[config.mk]
export PLATFORM = sky130hd
export DESIGN_NAME = fir_out_decimator_flat
export DESIGN_NICKNAME = d
export VERILOG_FILES = /design/src/rtl/fir_out_decimator_if.sv /design/src/rtl/fir_out_decimator.sv /design/src/flat_wrapper.sv
export SDC_FILE = /design/constraint.sdc
export NUM_CORES = 1
export LEC_CHECK = 0
export ABC_AREA = 0
export CORE_MARGIN = 4
export CORE_UTILIZATION = 55
export DETAILED_ROUTE_END_ITERATION = 7
export PLACE_DENSITY_LB_ADDON = 0.2
export RECOVER_POWER = 25
export SYNTH_ARGS = -nofsm -noshare
export SYNTH_HDL_FRONTEND = slang
export SYNTH_SLANG_ARGS = --single-unit
[constraint.sdc]
create_clock -name clk -period 4.6 [get_ports clk]
set_input_delay 0.92 -clock clk [delete_from_list [all_inputs] [get_ports clk]]
set_output_delay 0.92 -clock clk [all_outputs]
set_load 0.02 [all_outputs]
[src/rtl/fir_out_decimator_if.sv]
// Sample stream into the decimator and the kept-sample FIFO drain back out.
// The master drives samples and out_ready; the slave (the decimator) drives the FIFO side.
interface fir_out_decimator_if #(
  parameter int DATA_WIDTH = 8,
  parameter int DEPTH      = 8
);
  localparam int LVL_W = $clog2(DEPTH) + 1;

  logic signed [DATA_WIDTH-1:0] in_data;
  logic                         in_en;
  logic signed [DATA_WIDTH-1:0] out_data;
  logic                         out_valid;
  logic                         out_ready;
  logic [LVL_W-1:0]             level;
  logic                         overflow;

  modport master (
    output in_data, in_en, out_ready,
    input  out_data, out_valid, level, overflow
  );

  modport slave (
    input  in_data, in_en, out_ready,
    output out_data, out_valid, level, overflow
  );
endinterface

[src/rtl/fir_out_decimator.sv]
// FIR output stage: drops FILL warm-up samples, keeps 1 of DECIM, buffers in a FWFT FIFO.
// Define FIR_DEC_OVF_CNT_EN to add the saturating ovf_count drop counter port.
module fir_out_decimator #(
  parameter int DATA_WIDTH = 8,
  parameter int DECIM      = 4,
  parameter int PHASE      = 0,
  parameter int FILL       = 5,
  parameter int DEPTH      = 8,
  parameter int OVF_WIDTH  = 8
) (
  input  logic                 clk,
  input  logic                 reset,
  fir_out_decimator_if.slave   bus
`ifdef FIR_DEC_OVF_CNT_EN
  ,
  output logic [OVF_WIDTH-1:0] ovf_count
`endif
);

  localparam int PTR_W  = $clog2(DEPTH);
  localparam int LVL_W  = PTR_W + 1;
  localparam int FILL_W = (FILL > 1) ? $clog2(FILL) : 1;
  localparam int PH_W   = (DECIM > 1) ? $clog2(DECIM) : 1;

  localparam logic [FILL_W-1:0] FILL_LAST  = FILL_W'(FILL - 1);
  localparam logic [PH_W-1:0]   PHASE_LAST = PH_W'(DECIM - 1);
  localparam logic [PH_W-1:0]   PHASE_SEL  = PH_W'(PHASE);
  localparam logic [LVL_W-1:0]  LVL_FULL   = LVL_W'(DEPTH);

  if (DECIM < 1 || PHASE < 0 || PHASE >= DECIM || FILL < 0 || DEPTH < 2 ||
      (DEPTH & (DEPTH - 1)) != 0 || OVF_WIDTH < 1) begin : g_bad_params
    $error("fir_out_decimator: illegal parameter combination");
  end

  typedef enum logic {WARMUP = 1'b0, RUN = 1'b1} state_t;
  localparam state_t RST_STATE = (FILL == 0) ? RUN : WARMUP;

  state_t                  state_q, state_d;
  logic [FILL_W-1:0]       fill_q, fill_d;
  logic [PH_W-1:0]         phase_q, phase_d;
  logic [PTR_W-1:0]        wr_ptr_q, wr_ptr_d;
  logic [PTR_W-1:0]        rd_ptr_q, rd_ptr_d;
  logic [LVL_W-1:0]        level_q, level_d;
  logic                    overflow_q, overflow_d;
  logic [DATA_WIDTH-1:0]   mem_q [DEPTH];

  logic keep, pop, push, drop, full, out_valid;

  // Warm-up / decimation sequencing; only in_en advances the counters.
  always_comb begin
    state_d = state_q;
    fill_d  = fill_q;
    phase_d = phase_q;
    keep    = 1'b0;
    if (bus.in_en) begin
      if (state_q == WARMUP) begin
        phase_d = '0;
        if (fill_q == FILL_LAST) begin
          state_d = RUN;
          fill_d  = '0;
        end else begin
          fill_d = fill_q + FILL_W'(1);
        end
      end else begin
        keep    = (phase_q == PHASE_SEL);
        phase_d = (phase_q == PHASE_LAST) ? '0 : phase_q + PH_W'(1);
      end
    end
  end

  // A pop frees the slot in the same cycle, so a full FIFO can still accept.
  always_comb begin
    out_valid  = (level_q != '0);
    full       = (level_q == LVL_FULL);
    pop        = out_valid && bus.out_ready;
    push       = keep && (!full || pop);
    drop       = keep && full && !pop;
    overflow_d = drop;
    wr_ptr_d   = push ? wr_ptr_q + PTR_W'(1) : wr_ptr_q;
    rd_ptr_d   = pop  ? rd_ptr_q + PTR_W'(1) : rd_ptr_q;
    level_d    = level_q;
    case ({push, pop})
      2'b10:   level_d = level_q + LVL_W'(1);
      2'b01:   level_d = level_q - LVL_W'(1);
      default: level_d = level_q;
    endcase
  end

  always_ff @(posedge clk or posedge reset) begin
    if (reset) begin
      state_q    <= RST_STATE;
      fill_q     <= '0;
      phase_q    <= '0;
      wr_ptr_q   <= '0;
      rd_ptr_q   <= '0;
      level_q    <= '0;
      overflow_q <= 1'b0;
    end else begin
      state_q    <= state_d;
      fill_q     <= fill_d;
      phase_q    <= phase_d;
      wr_ptr_q   <= wr_ptr_d;
      rd_ptr_q   <= rd_ptr_d;
      level_q    <= level_d;
      overflow_q <= overflow_d;
    end
  end

  // Storage carries no reset; entries beyond level are never exposed.
  always_ff @(posedge clk) begin
    if (push) begin
      mem_q[wr_ptr_q] <= bus.in_data;
    end
  end

  assign bus.out_valid = out_valid;
  assign bus.out_data  = out_valid ? mem_q[rd_ptr_q] : '0;
  assign bus.level     = level_q;
  assign bus.overflow  = overflow_q;

`ifdef FIR_DEC_OVF_CNT_EN
  logic [OVF_WIDTH-1:0] ovf_cnt_q, ovf_cnt_d;

  always_comb begin
    ovf_cnt_d = ovf_cnt_q;
    if (drop && (ovf_cnt_q != '1)) begin
      ovf_cnt_d = ovf_cnt_q + OVF_WIDTH'(1);
    end
  end

  always_ff @(posedge clk or posedge reset) begin
    if (reset) begin
      ovf_cnt_q <= '0;
    end else begin
      ovf_cnt_q <= ovf_cnt_d;
    end
  end

  assign ovf_count = ovf_cnt_q;
`endif

endmodule
[src/flat_wrapper.sv]
// flat-port wrapper written by rule: the top's interface ports become plain ports
module fir_out_decimator_flat 
#(
  parameter int DATA_WIDTH = 8,
  parameter int DECIM      = 4,
  parameter int PHASE      = 0,
  parameter int FILL       = 5,
  parameter int DEPTH      = 8,
  parameter int OVF_WIDTH  = 8
)
  (clk, reset, bus_in_data, bus_in_en, bus_out_ready, bus_out_data, bus_out_valid, bus_level, bus_overflow);
  fir_out_decimator_if #(.DATA_WIDTH(DATA_WIDTH), .DEPTH(DEPTH)) bus_i ();
  input  logic clk;
  input  logic reset;
  input wire logic [$bits(bus_i.in_data)-1:0] bus_in_data;
  input wire logic [$bits(bus_i.in_en)-1:0] bus_in_en;
  input wire logic [$bits(bus_i.out_ready)-1:0] bus_out_ready;
  output wire logic [$bits(bus_i.out_data)-1:0] bus_out_data;
  output wire logic [$bits(bus_i.out_valid)-1:0] bus_out_valid;
  output wire logic [$bits(bus_i.level)-1:0] bus_level;
  output wire logic [$bits(bus_i.overflow)-1:0] bus_overflow;
  assign bus_i.in_data = bus_in_data;
  assign bus_i.in_en = bus_in_en;
  assign bus_i.out_ready = bus_out_ready;
  assign bus_out_data = bus_i.out_data;
  assign bus_out_valid = bus_i.out_valid;
  assign bus_level = bus_i.level;
  assign bus_overflow = bus_i.overflow;
  fir_out_decimator #(.DATA_WIDTH(DATA_WIDTH), .DECIM(DECIM), .PHASE(PHASE), .FILL(FILL), .DEPTH(DEPTH), .OVF_WIDTH(OVF_WIDTH)) u_core (.clk(clk), .reset(reset), .bus(bus_i));
endmodule
Yosys cells after proc, flatten, opt, wreduce, memory -nomap -nowiden
Memory sizes are Yosys's and may differ from the RTL's. Cells that the tools add are included.

Memories kept: 1. Memory bits (writable): 64. Word-level logic and storage cells: 42. Register bits after elaboration: 17. Output and inout port bits: 14. Bits of input ports: 12.

Reduce and logical (&&, ||, !) cells: 11. Bitwise logic cells: 1. Add/sub/neg operators: 6. Mux-type cells: 11. Eq/ne operators: 5.

Memories: u_core.mem_q (depth 8, bits a word 8, rd ports 1, clocked after Yosys merged registers in 0, wr ports 1, line fir_out_decimator.sv:45) `logic [DATA_WIDTH-1:0] mem_q [DEPTH];`.

Operators with widths (number): $add A3 B1 Y3 const B (3); $mux W8 (1); $pmux W4 S2 (1); $mux W1 (6); $add A4 B1 Y4 const B (1); $eq A2 B2 Y1 const B (2); $eq A4 B4 Y1 const B (1); $logic_and A1 B1 Y1 (4); $mux W2 (2); $reduce_bool A4 Y1 (1); $sub A4 B1 Y4 const B (1); $eq A3 B3 Y1 const B (1); $mux W3 (1); $add A2 B1 Y2 const B (1); $eq A2 B1 Y1 const B (1); $logic_not A1 Y1 (2); $logic_not A2 Y1 (1); $reduce_and A2 Y1 (1); $reduce_bool A2 Y1 (1); $logic_or A1 B1 Y1 (1); $not A1 Y1 (1).

Depth between registers and ports, before layout
Gate-level depths: netlist of run 1.

Depth after elaboration: 6. Mapped depth: 11. Mapped depth without buffers: 10.

Least setup slack after synthesis of run 1
Ideal clock, no wire load.

Path kind: flip-flop to flip-flop. From: register u_core.level_q[1], in the netlist u_core.bus.level[1]. To: register u_core.level_q[3], in the netlist u_core.bus.level[3]. Path buffers: 3. Setup slack: 1.787 ns. Cell stages (with the launch flop): 11. Clock period less this slack: 2.813 ns. Required time: 4.510 ns. Arrival: 2.723 ns. Setup time: 0.090 ns. Path through: dfrtp_1 buf_6 or4_4 buf_6 nand2_1 inv_1 ha_1 clkbuf_1 or4b_2 a21o_1 o221ai_1.

Cells in the longest elaborated chain, start to end: 6. Elaborated cells on any way between the ends: 12. Classes of those cells: add/sub: 2; eq/ne: 3; mux: 1; reduce/logical: 6.

Ends and longest elaborated chain: start, declared (line fir_out_decimator.sv:43) `logic [LVL_W-1:0] level_q, level_d;`; start signal, assigned (line fir_out_decimator.sv:104) `level_q <= level_d;`; $reduce_bool A4 Y1 (*) (line fir_out_decimator.sv:73) `out_valid = (level_q != '0);`; via bus_out_valid (line flat_wrapper.sv:19) `output wire logic [$bits(bus_i.out_valid)-1:0] bus_out_valid;`; $logic_and A1 B1 Y1 (*) (line fir_out_decimator.sv:75) `pop = out_valid && bus.out_ready;`; via u_core.pop (line fir_out_decimator.sv:47) `logic keep, pop, push, drop, full, out_valid;`; $logic_or A1 B1 Y1 (line fir_out_decimator.sv:76) `push = keep && (!full || pop);`; $logic_and A1 B1 Y1 (line fir_out_decimator.sv:76); $eq A2 B1 Y1 or $eq A2 B2 Y1 (tied branches) (line fir_out_decimator.sv:82) `case ({push, pop})`; $pmux W4 S2 or $reduce_bool A2 Y1 (tied branches).

The timed path passes the listed nets; every way through them passes the cells marked *. A chain may end at the register's enable or synchronous reset.

Final worst setup path of run 1
From: register u_core.rd_ptr_q[1]. To: output bus_out_data[5].

Cells in the longest elaborated chain, start to end: 2.

Ends and longest elaborated chain: start, declared (line fir_out_decimator.sv:42) `logic [PTR_W-1:0] rd_ptr_q, rd_ptr_d;`; start signal, assigned (line fir_out_decimator.sv:103) `rd_ptr_q <= rd_ptr_d;`; $mem_v2 Z8 W8; $mux W8 (line fir_out_decimator.sv:117) `assign bus.out_data = out_valid ? mem_q[rd_ptr_q] : '0;`; end, declared (line flat_wrapper.sv:18) `output wire logic [$bits(bus_i.out_data)-1:0] bus_out_data;`.

Every way passes these cells.

==> results of run 1 <==
[area by class of cell]
type                            instances  share of cell area, %
Inverter                                8                  0.763
Clock inverter                          6                   2.13
Tap cell                               75                   2.38
Sequential cell                        81                   59.6
Clock buffer                            9                   3.15
Multi-Input combinational cell         92                   24.6
Timing Repair Buffer                   30                   7.31
[layer usage]
| layer | GRT usage, % | vias up | wire length, µm |
|---|---|---|---|
| met1 | 21.6 | 904 | 2430 |
| met2 | 31.6 | 49 | 3280 |
| met3 | 3.90 | 11 | 265 |
| met5 | 0 | - | 0 |
| met4 | 8.36 | 0 | 116 |
| li1 | - | 815 | - |
[state kept, by name (all words and copies together), names as in the netlist]
signal,flops
u_core.bus.overflow,1
u_core.phase_q,2
u_core.state_q,1
u_core.wr_ptr_q,3
u_core.bus.level,4
u_core.rd_ptr_q,3
u_core.fill_q,3
u_core.mem_q,64
[cells by family (layout without fill, tap and decap cells)]
group | Yosys count | after routing
buffers and inverters | 17 | 53
adder cells (fa/ha/maj) | 8 | 8
AND/OR/NAND/NOR | 32 | 32
XOR/XNOR | 7 | 7
flip-flops | 81 | 81
AO/OA/AOI/OAI | 24 | 24
multiplexers | 21 | 21
[cells in the mapped netlist]
cell type / instances
o41ai_1: 1
nand3b_1: 1
a2111oi_0: 1
nand2b_1: 5
a22o_1: 8
nor2b_1: 1
o21a_1: 1
or4_4: 1
nor2b_4: 1
nand2_1: 2
or3b_2: 1
buf_2: 2
or3_2: 1
nand3_1: 4
edfxtp_1: 64
a31o_2: 1
and3_1: 1
ha_1: 8
mux2i_1: 1
xor2_1: 1
dfrtp_1: 17
nor3_1: 5
o221ai_1: 1
nor4_1: 1
mux2_2: 4
nor2_1: 5
and2_4: 1
clkbuf_1: 2
buf_6: 4
a21o_1: 2
inv_1: 8
a211oi_1: 1
buf_1: 1
o211ai_1: 2
o21ai_4: 1
o21ai_0: 4
or4_1: 1
a21oi_1: 1
mux4_2: 16
xnor2_1: 6
or4b_2: 1
[metrics by stage]
stage	cells	util, %	setup slack [ns]	power, W
6_report	301	66.1	1.26	0.00253
3_5_place_dp	286	62.6	1.17	0.00202
2_1_floorplan	190	-	1.79	0.00172
3_3_place_gp	286	62.6	1.30	0.00197
5_1_grt	301	66.1	1.12	0.00268
4_1_cts	301	66.1	1.20	0.00256
[critical path, stage by stage, from the launching register on]
cell	delay, ns
dfrtp_1	0.88
mux4_2	0.42
a22o_1	0.24
clkdlybuf4s50_1	0.54
[power by group through the flow]
stage                     logic, W  clock network, W  registers (W)
final                     0.000946          0.000538        0.00105
after global routing       0.00103          0.000582        0.00107
after CTS                 0.000963          0.000548        0.00105
after detailed placement  0.000960                 0        0.00106
after global placement    0.000921                 0        0.00105
after floorplan           0.000702                 0        0.00102
[worst min-delay path by stage]
stage | end | slack (ns) | cells after the start
after floorplan | u_core.phase_q[1]$_DFFE_PP0P_ | 0.49 | 2
after global placement | u_core.rd_ptr_q[0]$_DFFE_PP0P_ | 0.49 | 1
after detailed placement | u_core.rd_ptr_q[0]$_DFFE_PP0P_ | 0.50 | 1
after CTS | u_core.rd_ptr_q[0]$_DFFE_PP0P_ | 0.51 | 1
after global routing | u_core.rd_ptr_q[0]$_DFFE_PP0P_ | 0.57 | 1
final | u_core.rd_ptr_q[0]$_DFFE_PP0P_ | 0.50 | 1
==> flow_summary.yaml, run 1 <==
global_route:
  globalRoute.totalOverflow: 0
  grt_pass1_vias: 1902
  grt_max_degree: 19
  antenna_found_initial: 0
  grt.total_usage_pct: 18.2
  grt_pass1_wl_mm: 9.78
cts:
  clk_pin_slew_worst_paths_ns: 0.07
  root_buffer: "clkbuf_8"
  clk_latency_ns: 0.34
  cts_tree: "built"
  cts.path.max_buffers: 2
  cts_resized: 0
  holdBufCountCts: 0
  numCtsBuffers: 9
  post-cts-setup-buffer-count: 0
  cts.htree.levels: 3
  cts.sinks: 81
placed_design:
  port_buffers: 25
  dp_hpwl_mm: 3.90
  gp_congestion: 0.825
  place_area_um2: 3730
run_status:
  outcome: "completed"
final_layout:
  fin_nets: 242
  seqCellArea_um2: 2350
  fillers: 419
  drive_gt1_share_pct: 21.2
  post-route-cell-area_um2: 3940
  layout_common_cells: "edfxtp_1, clkdlybuf4s50_1, dfrtp_1"
  multiInputGateArea_um2: 970
  final_common_cell: "edfxtp_1"
  diodes: 0
  area_delta_synth_final_pct: 15.5
sta:
  worst_slew_pin_slew_ns: 1.00
  holdWs_ns: 0.505
  fin_crit_ns: 3.34
  max_freq_ghz: 0.299
  hold_violations: 0
  fin_skew_ns: 0.00982
  max-slew-margin-rel_pct: 32.8
  rsz0062_at_grt: "no"
  finalSetupTns_ns: 0
  timing.final.crit_share_pct: 72.6
  finalSetupViolCount: 0
  slew_viol_final: 0
setup_path:
  r2r-end: "u_core.bus.level[3]$_DFFE_PP0P_"
  rr_startpoint: "u_core.bus.level[0]$_DFFE_PP0P_"
  crit_type: "flip-flop to primary output"
  crit_required_ns: 3.68
  r2r_cells: 6
  cp.arrival_ns: 2.42
  rrSetupSlack_ns: 1.72
  crit_path_max_fanout: 18
  endpoint: "bus_out_data[5]"
  endpoint_kind: "primary output"
  cp-startpoint: "u_core.rd_ptr_q[1]$_DFFE_PP0P_"
  start_kind: "flip-flop"
power_and_ir_drop:
  netSwitchingFraction_pct: 32.6
  p_clk_share_pct: 21.3
  net-switching-power_w: 0.000826
  power_frac_comb_pct: 37.4
  p_seq_share_pct: 41.4
  ir_worst_vdd_uv: 346
  leakage_nw: 1.37
  cellPowerDensity_nw_per_um2: 643
  power.internal_w: 0.00171
floorplan:
  dieArea_um2: 7520
  core_um2: 5960
  fp-row-count: 28
  die_h_um: 86.7
  die_w_um: 86.7
  start_util_pct: 57.2
  io_pins: 26
logic_synthesis:
  synth.cell_area_um2: 3410
  yosysTopAreaCell: "edfxtp_1"
  yosys.area.top_type_share_pct: 56.4
  yosys.area_share.simple_pct: 5.76
  postSynthCellCount: 190
  synth_top_family_by_area: "multiplexers"
  ys_seq_area_share_pct: 68.9
  synth.area.mux_share_pct: 12.2
  ys_ff_latch: 81
  synthXorXnorAreaFrac_pct: 1.80
  syn_area_per_cell_um2: 17.9
  yosys_warnings: 0
  syn-num-nets: 210
  synth.area.top_cells: "edfxtp_1, dfrtp_1, mux4_2, ha_1, a22o_1"
  synth-adder-area-share_pct: 2.94
  synth_cell_types: 41
  synth_compound_area_share_pct: 5.62
route:
  drc: 0
  routedWlPerCell_um: 20.2
  dr.pass1.iters: 4
  ant_nets: 0
  routed_wl_mm: 6.09
  vias: 1779
  drt-vias-per-instance: 5.91
  drt-initial-drc-count: 110
hold_path:
  hold_start: "u_core.rd_ptr_q[0]$_DFFE_PP0P_"
  hold_path_class: "flip-flop to flip-flop"
flow_run:
  cap_violations: 0
Power figures use the tool's default switching activity.
==> inputs of run 2 (changes only) <==
==> constraint.sdc (replaced) <==
create_clock -name clk -period 3.1 [get_ports clk]
set_input_delay 0.62 -clock clk [delete_from_list [all_inputs] [get_ports clk]]
set_output_delay 0.62 -clock clk [all_outputs]
set_load 0.02 [all_outputs]
==> run 2 against run 1 <==
Critical path depth grew 1. Hold slack gained 0.036 ns. Clock power is 31% higher. Sequential power rose by 48%. Design area up 0.67%. Critical endpoint unchanged.
==> flow_summary.yaml, run 2 (synthesis results as in run 1) <==
sta:
  worst_slew_pin_slew_ns: 0.677
  fin_crit_ns: 3.04
  timing.final.crit_share_pct: 97.9
  max-slew-margin-rel_pct: 54.8
  fin_skew_ns: 0.00598
  finalSetupViolCount: 0
  slew_viol_final: 0
  rsz0062_at_grt: "no"
  finalSetupTns_ns: 0
  hold_violations: 0
  worst_slack_ns: 0.0643
  max_freq_ghz: 0.329
  holdWs_ns: 0.540
setup_path:
  start_kind: "flip-flop"
  critPathSlowestCell: "or4_4"
  max_stage_delay_ns: 0.60
  crit_family: "simple AND/OR/NAND/NOR gates"
  crit_type: "flip-flop to primary output"
  crit_path_cell_trace: "or4_4 > and2_4 > a22o_1 > clkdlybuf4s50_1"
  cp.arrival_ns: 2.42
  crit_required_ns: 2.48
  endpoint_kind: "primary output"
  crit_path_max_fanout: 8
  path_buf_inv: 1
run_status:
  outcome: "completed"
floorplan:
  die_w_um: 86.7
  start_util_pct: 57.2
  die_h_um: 86.7
  fp-row-count: 28
  core_um2: 5960
  io_pins: 26
  dieArea_um2: 7520
route:
  routedWlPerCell_um: 19.8
  drt-initial-drc-count: 132
  dr.pass1.iters: 4
  routed_wl_mm: 6.07
  drc: 0
  drt-vias-per-instance: 5.87
  vias: 1801
  ant_nets: 0
placed_design:
  port_buffers: 25
  gp_congestion: 0.767
  dp_cells: 292
  dp_slack_ns: 0.0317
  dp_hpwl_mm: 3.91
final_layout:
  diodes: 0
  area_delta_synth_final_pct: 16.3
  top_register: "u_core.mem_q"
  final_cells: 307
  final_common_cell: "edfxtp_1"
  largest_reg_flops: 64
  layout_common_cells: "edfxtp_1, clkdlybuf4s50_1, mux4_2"
  drive_gt1_share_pct: 22.4
  fin_nets: 248
cts:
  numCtsBuffers: 9
  cts.sinks: 81
  holdBufCountCts: 0
  post-cts-setup-buffer-count: 0
  cts.path.max_buffers: 2
  clk_latency_ns: 0.34
  cts_tree: "built"
  clk_pin_slew_worst_paths_ns: 0.07
  root_buffer: "clkbuf_8"
  cts.htree.levels: 3
flow_run:
  cap_violations: 0
global_route:
  grt_max_degree: 19
  antenna_found_initial: 0
  grt_pass1_vias: 1944
  globalRoute.totalOverflow: 0
  grt_pass1_wl_mm: 9.92
  grt.total_usage_pct: 18.5
power_and_ir_drop:
  ir_worst_vdd_uv: 597
  cellPowerDensity_nw_per_um2: 932
  leakage_nw: 1.40
hold_path:
  hold_path_class: "flip-flop to flip-flop"
run 2: timing repair:
item	4_1_cts	5_1_grt
setup endpoints to repair	0	6
hold endpoints to repair	0	0
gates resized for setup	0	3
run 2: worst paths after layout:
check	to	slack (ns)	start	depth (start not counted)
worst max-delay path	bus_out_data[5]	0.06	u_core.bus.level[0]$_DFFE_PP0P_	4
worst min-delay path	u_core.fill_q[1]$_DFFE_PP0P_	0.54	u_core.fill_q[1]$_DFFE_PP0P_	1
worst max register to register	u_core.bus.level[3]$_DFFE_PP0P_	0.30	u_core.bus.level[0]$_DFFE_PP0P_	6
worst min register to register	u_core.fill_q[1]$_DFFE_PP0P_	0.54	u_core.fill_q[1]$_DFFE_PP0P_	1
max in group asynchronous	u_core.rd_ptr_q[1]$_DFFE_PP0P_	1.95	reset	2
min in group asynchronous	u_core.state_q$_DFFE_PP0P_	0.67	reset	2
run 2: power breakdown:
group	internal [W]	switching, W
clock network	0.000363	0.000343
logic	0.000761	0.000671
registers	0.00135	0.000200
total	0.00248	0.00121
run 2: cell type report:
| cell class | instances | area, µm² |
|---|---|---|
| Sequential cell | 81 | 2350 |
| Fill cell | 420 | 1990 |
| Multi-Input combinational cell | 92 | 965 |
| Timing Repair Buffer | 36 | 348 |
| Clock buffer | 11 | 131 |
| Tap cell | 75 | 93.8 |
| Clock inverter | 4 | 45.0 |
| Inverter | 8 | 30.0 |
run 2: stage by stage:
| stage | power (W) | area, µm² | util (%) |
|---|---|---|---|
| finish | 0.00369 | 3960 | 66.5 |
| global route | 0.00390 | 3960 | 66.5 |
| CTS | 0.00374 | 3960 | 66.4 |
| detailed placement | 0.00303 | 3780 | 63.5 |
| global placement | 0.00296 | 3780 | 63.5 |
| floorplan | 0.00256 | 3410 | - |
run 2: metal layers:
metal,global-route usage (%),vias to the layer above,share of wire [%]
met1,22.1,922,40
li1,-,824,-
met2,32.6,48,54
met4,7.22,0,1.4
met3,3.90,7,4.0
met5,0,-,0
